$ cat src/rtl/nor_sweep_ctrl_pkg.sv
// Shared types and widths for the gate-block sweep sequencer.
package nor_sweep_pkg;

  localparam int VEC_W   = 4;
  localparam int RES_W   = 3;
  localparam int NUM_VEC = 16;
  localparam int STEP_W  = 4;
  localparam int SIG_W   = 8;
  localparam int HOLD_W  = 8;

  typedef enum logic [1:0] {
    IDLE,
    DRIVE,
    SAMPLE,
    DONE
  } state_e;

  function automatic logic [VEC_W-1:0] gray_enc(input logic [VEC_W-1:0] b);
    return b ^ (b >> 1);
  endfunction

endpackage

$ cat src/rtl/nor_sweep_ctrl_if.sv
// Control, gate-stimulus and result-readout bundle of the sweep sequencer.
interface nor_sweep_ctrl_if;
  import nor_sweep_pkg::*;

  logic                start;
  logic                gray_mode;
  logic                abort;
  logic [VEC_W-1:0]    drv_vec;
  logic [RES_W-1:0]    gate_out;
  logic                busy;
  logic                done;
  logic                res_valid;
  logic [STEP_W-1:0]   res_idx;
  logic [RES_W-1:0]    res_data;
  logic [STEP_W-1:0]   rd_idx;
  logic [RES_W-1:0]    rd_data;
  logic [SIG_W-1:0]    sig;

  modport slave (
    input  start, gray_mode, abort, gate_out, rd_idx,
    output drv_vec, busy, done, res_valid, res_idx, res_data, rd_data, sig
  );

  modport master (
    output start, gray_mode, abort, gate_out, rd_idx,
    input  drv_vec, busy, done, res_valid, res_idx, res_data, rd_data, sig
  );

endinterface

$ cat src/rtl/nor_sweep_ctrl_sweep_vec_gen.sv
// Step counter with binary or Gray-coded stimulus vector output.
module sweep_vec_gen
  import nor_sweep_pkg::*;
(
  input  logic              clk,
  input  logic              rst_n,
  input  logic              clr,
  input  logic              inc,
  input  logic              gray,
  output logic [STEP_W-1:0] step,
  output logic [VEC_W-1:0]  vec,
  output logic              last
);

  logic [STEP_W-1:0] step_reg;

  always_ff @(posedge clk or negedge rst_n) begin
    if (!rst_n) begin
      step_reg <= '0;
    end else if (clr) begin
      step_reg <= '0;
    end else if (inc) begin
      step_reg <= step_reg + 1'b1;
    end
  end

  assign step = step_reg;
  assign vec  = gray ? gray_enc(step_reg) : step_reg;
  assign last = (step_reg == STEP_W'(NUM_VEC - 1));

endmodule

$ cat src/rtl/nor_sweep_ctrl.sv
// Sweeps the gate block through all 16 input vectors and logs each sampled result.
// Optional output signature is built only when NOR_SWEEP_SIG_EN is defined.
module nor_sweep_ctrl
  import nor_sweep_pkg::*;
#(
  parameter int HOLD_CYCLES = 4
) (
  input logic          clk,
  input logic          rst_n,
  nor_sweep_ctrl_if.slave bus
);

  localparam logic [HOLD_W-1:0] HOLD_LAST = HOLD_W'(HOLD_CYCLES - 1);

  state_e              state_reg, state_next;
  logic [HOLD_W-1:0]   hold_cnt_reg, hold_cnt_next;
  logic                gray_reg;
  logic                clr, inc, wr_en;
  logic [STEP_W-1:0]   step;
  logic                last;
  logic [NUM_VEC-1:0]  wr_sel;
  logic [RES_W-1:0]    result_reg [NUM_VEC];

  sweep_vec_gen u_vec_gen (
    .clk   (clk),
    .rst_n (rst_n),
    .clr   (clr),
    .inc   (inc),
    .gray  (gray_reg),
    .step  (step),
    .vec   (bus.drv_vec),
    .last  (last)
  );

  always_ff @(posedge clk or negedge rst_n) begin
    if (!rst_n) begin
      state_reg    <= IDLE;
      hold_cnt_reg <= '0;
      gray_reg     <= 1'b0;
    end else begin
      state_reg    <= state_next;
      hold_cnt_reg <= hold_cnt_next;
      if (clr) begin
        gray_reg <= bus.gray_mode;
      end
    end
  end

  // abort outranks both the hold countdown and the SAMPLE write
  always_comb begin
    state_next    = state_reg;
    hold_cnt_next = hold_cnt_reg;
    clr           = 1'b0;
    inc           = 1'b0;
    wr_en         = 1'b0;
    unique case (state_reg)
      IDLE: begin
        if (bus.start) begin
          state_next    = DRIVE;
          hold_cnt_next = '0;
          clr           = 1'b1;
        end
      end
      DRIVE: begin
        if (bus.abort) begin
          state_next = IDLE;
        end else if (hold_cnt_reg == HOLD_LAST) begin
          state_next    = SAMPLE;
          hold_cnt_next = '0;
        end else begin
          hold_cnt_next = hold_cnt_reg + 1'b1;
        end
      end
      SAMPLE: begin
        if (bus.abort) begin
          state_next = IDLE;
        end else begin
          wr_en = 1'b1;
          if (last) begin
            state_next = DONE;
          end else begin
            inc        = 1'b1;
            state_next = DRIVE;
          end
        end
      end
      DONE: begin
        state_next = IDLE;
      end
      default: begin
        state_next = IDLE;
      end
    endcase
  end

  for (genvar gi = 0; gi < NUM_VEC; gi++) begin : g_wr_sel
    assign wr_sel[gi] = wr_en && (step == STEP_W'(gi));
  end

  always_ff @(posedge clk or negedge rst_n) begin
    if (!rst_n) begin
      for (int i = 0; i < NUM_VEC; i++) result_reg[i] <= '0;
    end else begin
      for (int i = 0; i < NUM_VEC; i++) begin
        if (clr) begin
          result_reg[i] <= '0;
        end else if (wr_sel[i]) begin
          result_reg[i] <= bus.gate_out;
        end
      end
    end
  end

  assign bus.rd_data   = result_reg[bus.rd_idx];
  assign bus.busy      = (state_reg == DRIVE) || (state_reg == SAMPLE);
  assign bus.done      = (state_reg == DONE);
  assign bus.res_valid = wr_en;
  assign bus.res_idx   = wr_en ? step : '0;
  assign bus.res_data  = wr_en ? bus.gate_out : '0;

`ifdef NOR_SWEEP_SIG_EN
  logic [SIG_W-1:0] sig_reg;

  always_ff @(posedge clk or negedge rst_n) begin
    if (!rst_n) begin
      sig_reg <= '0;
    end else if (clr) begin
      sig_reg <= '0;
    end else if (wr_en) begin
      sig_reg <= {sig_reg[SIG_W-2:0], sig_reg[SIG_W-1]} ^ {{(SIG_W-RES_W){1'b0}}, bus.gate_out};
    end
  end

  assign bus.sig = sig_reg;
`else
  assign bus.sig = '0;
`endif

endmodule

$ cat src/flat_wrapper.sv
// flat-port wrapper written by rule: the top's interface ports become plain ports
module nor_sweep_ctrl_flat import nor_sweep_pkg::*;
#(
  parameter int HOLD_CYCLES = 4
)
  (clk, rst_n, bus_start, bus_gray_mode, bus_abort, bus_gate_out, bus_rd_idx, bus_drv_vec, bus_busy, bus_done, bus_res_valid, bus_res_idx, bus_res_data, bus_rd_data, bus_sig);
  nor_sweep_ctrl_if bus_i ();
  input logic clk;
  input logic rst_n;
  input wire logic [$bits(bus_i.start)-1:0] bus_start;
  input wire logic [$bits(bus_i.gray_mode)-1:0] bus_gray_mode;
  input wire logic [$bits(bus_i.abort)-1:0] bus_abort;
  input wire logic [$bits(bus_i.gate_out)-1:0] bus_gate_out;
  input wire logic [$bits(bus_i.rd_idx)-1:0] bus_rd_idx;
  output wire logic [$bits(bus_i.drv_vec)-1:0] bus_drv_vec;
  output wire logic [$bits(bus_i.busy)-1:0] bus_busy;
  output wire logic [$bits(bus_i.done)-1:0] bus_done;
  output wire logic [$bits(bus_i.res_valid)-1:0] bus_res_valid;
  output wire logic [$bits(bus_i.res_idx)-1:0] bus_res_idx;
  output wire logic [$bits(bus_i.res_data)-1:0] bus_res_data;
  output wire logic [$bits(bus_i.rd_data)-1:0] bus_rd_data;
  output wire logic [$bits(bus_i.sig)-1:0] bus_sig;
  assign bus_i.start = bus_start;
  assign bus_i.gray_mode = bus_gray_mode;
  assign bus_i.abort = bus_abort;
  assign bus_i.gate_out = bus_gate_out;
  assign bus_i.rd_idx = bus_rd_idx;
  assign bus_drv_vec = bus_i.drv_vec;
  assign bus_busy = bus_i.busy;
  assign bus_done = bus_i.done;
  assign bus_res_valid = bus_i.res_valid;
  assign bus_res_idx = bus_i.res_idx;
  assign bus_res_data = bus_i.res_data;
  assign bus_rd_data = bus_i.rd_data;
  assign bus_sig = bus_i.sig;
  nor_sweep_ctrl #(.HOLD_CYCLES(HOLD_CYCLES)) u_core (.clk(clk), .rst_n(rst_n), .bus(bus_i));
endmodule
$ cat config.mk
export PLATFORM = sky130hd
export DESIGN_NAME = nor_sweep_ctrl_flat
export DESIGN_NICKNAME = d
export VERILOG_FILES = /design/src/rtl/nor_sweep_ctrl_pkg.sv /design/src/rtl/nor_sweep_ctrl_if.sv /design/src/rtl/nor_sweep_ctrl_sweep_vec_gen.sv /design/src/rtl/nor_sweep_ctrl.sv /design/src/flat_wrapper.sv
export SDC_FILE = /design/constraint.sdc
export NUM_CORES = 1
export LEC_CHECK = 0
export BUFFER_PORTS_ARGS = -buffer_cell sky130_fd_sc_hd__buf_2
export CAP_MARGIN = 30
export CORE_ASPECT_RATIO = 1.4
export CORE_MARGIN = 5
export CORE_UTILIZATION = 30
export DETAILED_ROUTE_END_ITERATION = 8
export GPL_ROUTABILITY_DRIVEN = 0
export PLACE_DENSITY_LB_ADDON = 0.12
export RECOVER_POWER = 25
export SLEW_MARGIN = 20
export SYNTH_ARGS = -nofsm -noshare
export SYNTH_HDL_FRONTEND = slang
export SYNTH_SLANG_ARGS = --single-unit
$ cat constraint.sdc
create_clock -name clk -period 4.94 [get_ports clk]
set_clock_uncertainty 0.1 [all_clocks]
set_input_delay 1.235 -clock clk [delete_from_list [all_inputs] [get_ports clk]]
set_output_delay 1.235 -clock clk [all_outputs]
set_load 0.005 [all_outputs]
==> reports/results.tsv <==
stage	metric	value	unit
outcome	run_status	complete, but fails checks	
outcome	violated_checks	capacitance limit, slew limit	
drt	detail_route.wirelength	9200	um
power_and_ir_drop	vdd_drop_max	0.000205	V
worst_hold_path	hp-class	reg2reg	
placement	post-dp-hpwl	6710	um
floorplanning	die_height	139	um
sta	final_cycle_utilization_of_the_critical_path	79.5	%
logic_synthesis	synth_simple_gate_area_share	15.4	%
sta	grt_setup_unrepaired	no	
floorplanning	row_count	47	
setup_path	reg2reg_depth	7	
placement	placement.setup.worst_slack	0.991	ns
final_layout	post_route_cells_drive_above_1_share	17.5	%
power_and_ir_drop	power.total	1.74	mW
drt	drt_iter0_markers	112	
global_routing	globalRoute.totalOverflow	0	
sta	maxClockFrequency	0.254	GHz
final_layout	ff_latch_area	0.00158	sq mm
sta	slew-limit-headroom	-9.09	%
global_routing	wire_length_of_the_first_global_routing_pass	15000	um
logic_synthesis	synth_async_sr_flop_share	100	%
drt	drt_pre_antenna_iters	4	
global_routing	groute.usage.overall	14.1	%
drt	via_count	2437	
clocking	postCtsSetupRepairBufs	0	
logic_synthesis	yosysTopAreaCell	sky130_fd_sc_hd__dfrtp_1	
logic_synthesis	synth_top_flop_cell	sky130_fd_sc_hd__dfrtp_1	
logic_synthesis	syn-mean-instance-area	10.7	sq um
clocking	cts_root_buffer	sky130_fd_sc_hd__clkbuf_16	
sta	fin_ws	1.01	ns
setup_path	worstPathArrival	2.59	ns
floorplanning	dieWidth	102	um
drt	detail_route.vias_per_cell	4.82	
setup_path	critPathCaptureType	primary output	
setup_path	regToRegSetupSlack	2.64	ns
drt	drt.antenna.violating_nets	0	
drt	remaining_drc_errors	0	
clocking	cts_tree	yes	
global_routing	grt_pass1_vias	2607	
clocking	cts-root-to-sink-buffers	2	
setup_path	criticalPathCategory	in2out	
clocking	cts_inserted_buffers	9	
logic_synthesis	synth-xor-area-share	0.742	%
logic_synthesis	synth.lib_cells_used.distinct	38	
sta	sum_of_negative_setup_slack	0	ns
setup_path	crit_required	3.61	ns
flow_run	cap_violations	1	
setup_path	critical_path.reg2reg.startpoint	u_core.state_reg[0]	
clocking	path_clk_slew	0.05	ns
setup_path	cp_max_fo	12	
logic_synthesis	total_standard_cell_area_after_synthesis	0.00354	sq mm
floorplanning	io-pin-count	37	
setup_path	cp-startpoint	bus_rd_idx[0]	
final_layout	multi_input_area	0.00181	sq mm
drt	wl_per_cell	18.2	um
final_layout	layout-area-overhead-vs-synth	16.7	%
logic_synthesis	synth_top_family_by_area	multiplexers	
power_and_ir_drop	power.leakage	2.25	nW
clocking	hold_fix_buffer_count_after_cts	0	
logic_synthesis	synthesis.yosys.warnings	0	
final_layout	n_antenna_cell	0	
global_routing	maximum_number_of_pins_on_one_net_before_global_route_repair	29	
final_layout	post_layout_nonfiller_instances	506	
clocking	ctsResizeCount	0	
floorplanning	initial_core_util	30.2	%
logic_synthesis	sequential_area_share_after_synthesis	44.5	%
sta	time_the_worst_path_needs_with_i_o_delays_and_setup	3.93	ns
final_layout	fillerInstances	1195	
logic_synthesis	post-synth-top-area-fraction	44.5	%
logic_synthesis	number_of_synthesized_flops_with_an_enable_pin	0	
final_layout	largest_reg_flops	48	
logic_synthesis	syn_inst	332	
setup_path	timing.critical_path.from_type	input port	
sta	timing.hold.ws	0.432	ns
logic_synthesis	top_cells_by_area_synth	sky130_fd_sc_hd__dfrtp_1, sky130_fd_sc_hd__mux2i_1, sky130_fd_sc_hd__mux4_2	
floorplanning	die_area	0.0141	sq mm
logic_synthesis	synth.area.mux_share	21.5	%
logic_synthesis	synthAdderAreaFrac	5.66	%
placement	placed_cells	490	
setup_path	rr_endpoint	u_core.result_reg[9]	
logic_synthesis	count_of_state_elements_after_synthesis	63	
final_layout	nets_finish	382	
sta	final_hold_violation_count	0	
global_routing	antenna_violations_before_repair	0	
clocking	numClockSinks	63	
placement	io_buffer_count	28	
sta	slew_worst_pin	1.64	ns
setup_path	worst_setup_path_endpoint	bus_rd_data[2]	
sta	report.final.setup_viol	0	
sta	report.final.slew_viol_count	29	
clocking	clock_latency	0.33	ns
logic_synthesis	synth_compound_gate_area_share	6.89	%
power_and_ir_drop	cellPowerDensity	422	mW/mm^2
clocking	clock_tree.htree_level_count	3	
floorplanning	placeableCoreArea	0.0117	sq mm
metal layers:
metal | vias up | GRT usage (%) | part of all wire, % | routed length, um
met5 | - | 0 | 0 | 0
met4 | 0 | 5.25 | 1.8 | 166
met3 | 8 | 2.77 | 2.3 | 209
met2 | 31 | 23.4 | 52 | 4750
met1 | 1202 | 17.8 | 44 | 4080
li1 | 1196 | - | - | -
layout by cell type, fill, tap and decap left out, types with 7 or more instances in the layout:
| cell type | n |
|---|---|
| sky130_fd_sc_hd__buf_2 | 27 |
| sky130_fd_sc_hd__clkbuf_16 | 9 |
| sky130_fd_sc_hd__conb_1 | 8 |
| sky130_fd_sc_hd__dfrtp_1 | 63 |
| sky130_fd_sc_hd__ha_1 | 16 |
| sky130_fd_sc_hd__inv_1 | 8 |
| sky130_fd_sc_hd__mux2i_1 | 48 |
| sky130_fd_sc_hd__mux4_2 | 12 |
| sky130_fd_sc_hd__nand2_1 | 16 |
| sky130_fd_sc_hd__nand3_1 | 18 |
| sky130_fd_sc_hd__nor2_1 | 55 |
| sky130_fd_sc_hd__nor3_1 | 7 |
| sky130_fd_sc_hd__o21ai_0 | 11 |
cell type report:
type / instances / share of cell area [%]
clock inverter: 5 / 2.51
clock buffer: 11 / 5.88
sequential: 63 / 38.2
tap: 147 / 4.45
multi-input combinational: 240 / 43.8
inverter: 8 / 0.727
timing repair buffer: 32 / 4.48
cell usage after synthesis, types with 7 or more instances:
library cell	instances
sky130_fd_sc_hd__nand2_1	16
sky130_fd_sc_hd__ha_1	16
sky130_fd_sc_hd__nor3_1	7
sky130_fd_sc_hd__nand3_1	18
sky130_fd_sc_hd__o21ai_0	11
sky130_fd_sc_hd__mux4_2	12
sky130_fd_sc_hd__mux2i_1	48
sky130_fd_sc_hd__clkbuf_1	14
sky130_fd_sc_hd__inv_1	8
sky130_fd_sc_hd__buf_4	9
sky130_fd_sc_hd__dfrtp_1	63
sky130_fd_sc_hd__nor2_1	55
metrics by stage:
stage / util, % / cell area (sq um)
after floorplan: - / 3570
after global placement: 32.1 / 3750
after detailed placement: 32.5 / 3800
after CTS: 35.5 / 4150
after global routing: 35.3 / 4130
final: 35.3 / 4130
critical path, stage by stage:
cell	delay [ns]
sky130_fd_sc_hd__buf_2	0.33
sky130_fd_sc_hd__mux4_2	0.56
sky130_fd_sc_hd__a22oi_1	0.24
sky130_fd_sc_hd__nand2_1	0.08
sky130_fd_sc_hd__buf_2	0.13
worst min path at each step:
stage,from,endpoint,slack (ns),depth (start not counted)
CTS,u_core.result_reg[23],u_core.result_reg[23],0.43,2
global placement,u_core.result_reg[36],u_core.result_reg[36],0.42,2
global route,u_core.result_reg[23],u_core.result_reg[23],0.46,2
finish,u_core.result_reg[21],u_core.result_reg[21],0.43,2
detailed placement,u_core.result_reg[42],u_core.result_reg[42],0.42,2
floorplan,u_core.result_reg[15],u_core.result_reg[15],0.38,2
kinds of logic (layout without fill, tap and decap cells):
kind of cell,Yosys count,in the layout
simple gates,119,119
flops,63,63
mux,61,61
buf+inv,36,56
compound gates,33,33
fa+ha+maj,16,16
xor+xnor,3,3
other cells,1,8
power by group:
part           switching [mW]  internal [mW]  total, mW  leakage, nW
combinational           0.250          0.153      0.403         1.21
sequential             0.0422          0.554      0.596        0.870
clock                   0.237          0.508      0.745        0.170
Power figures use the tool's default switching activity.
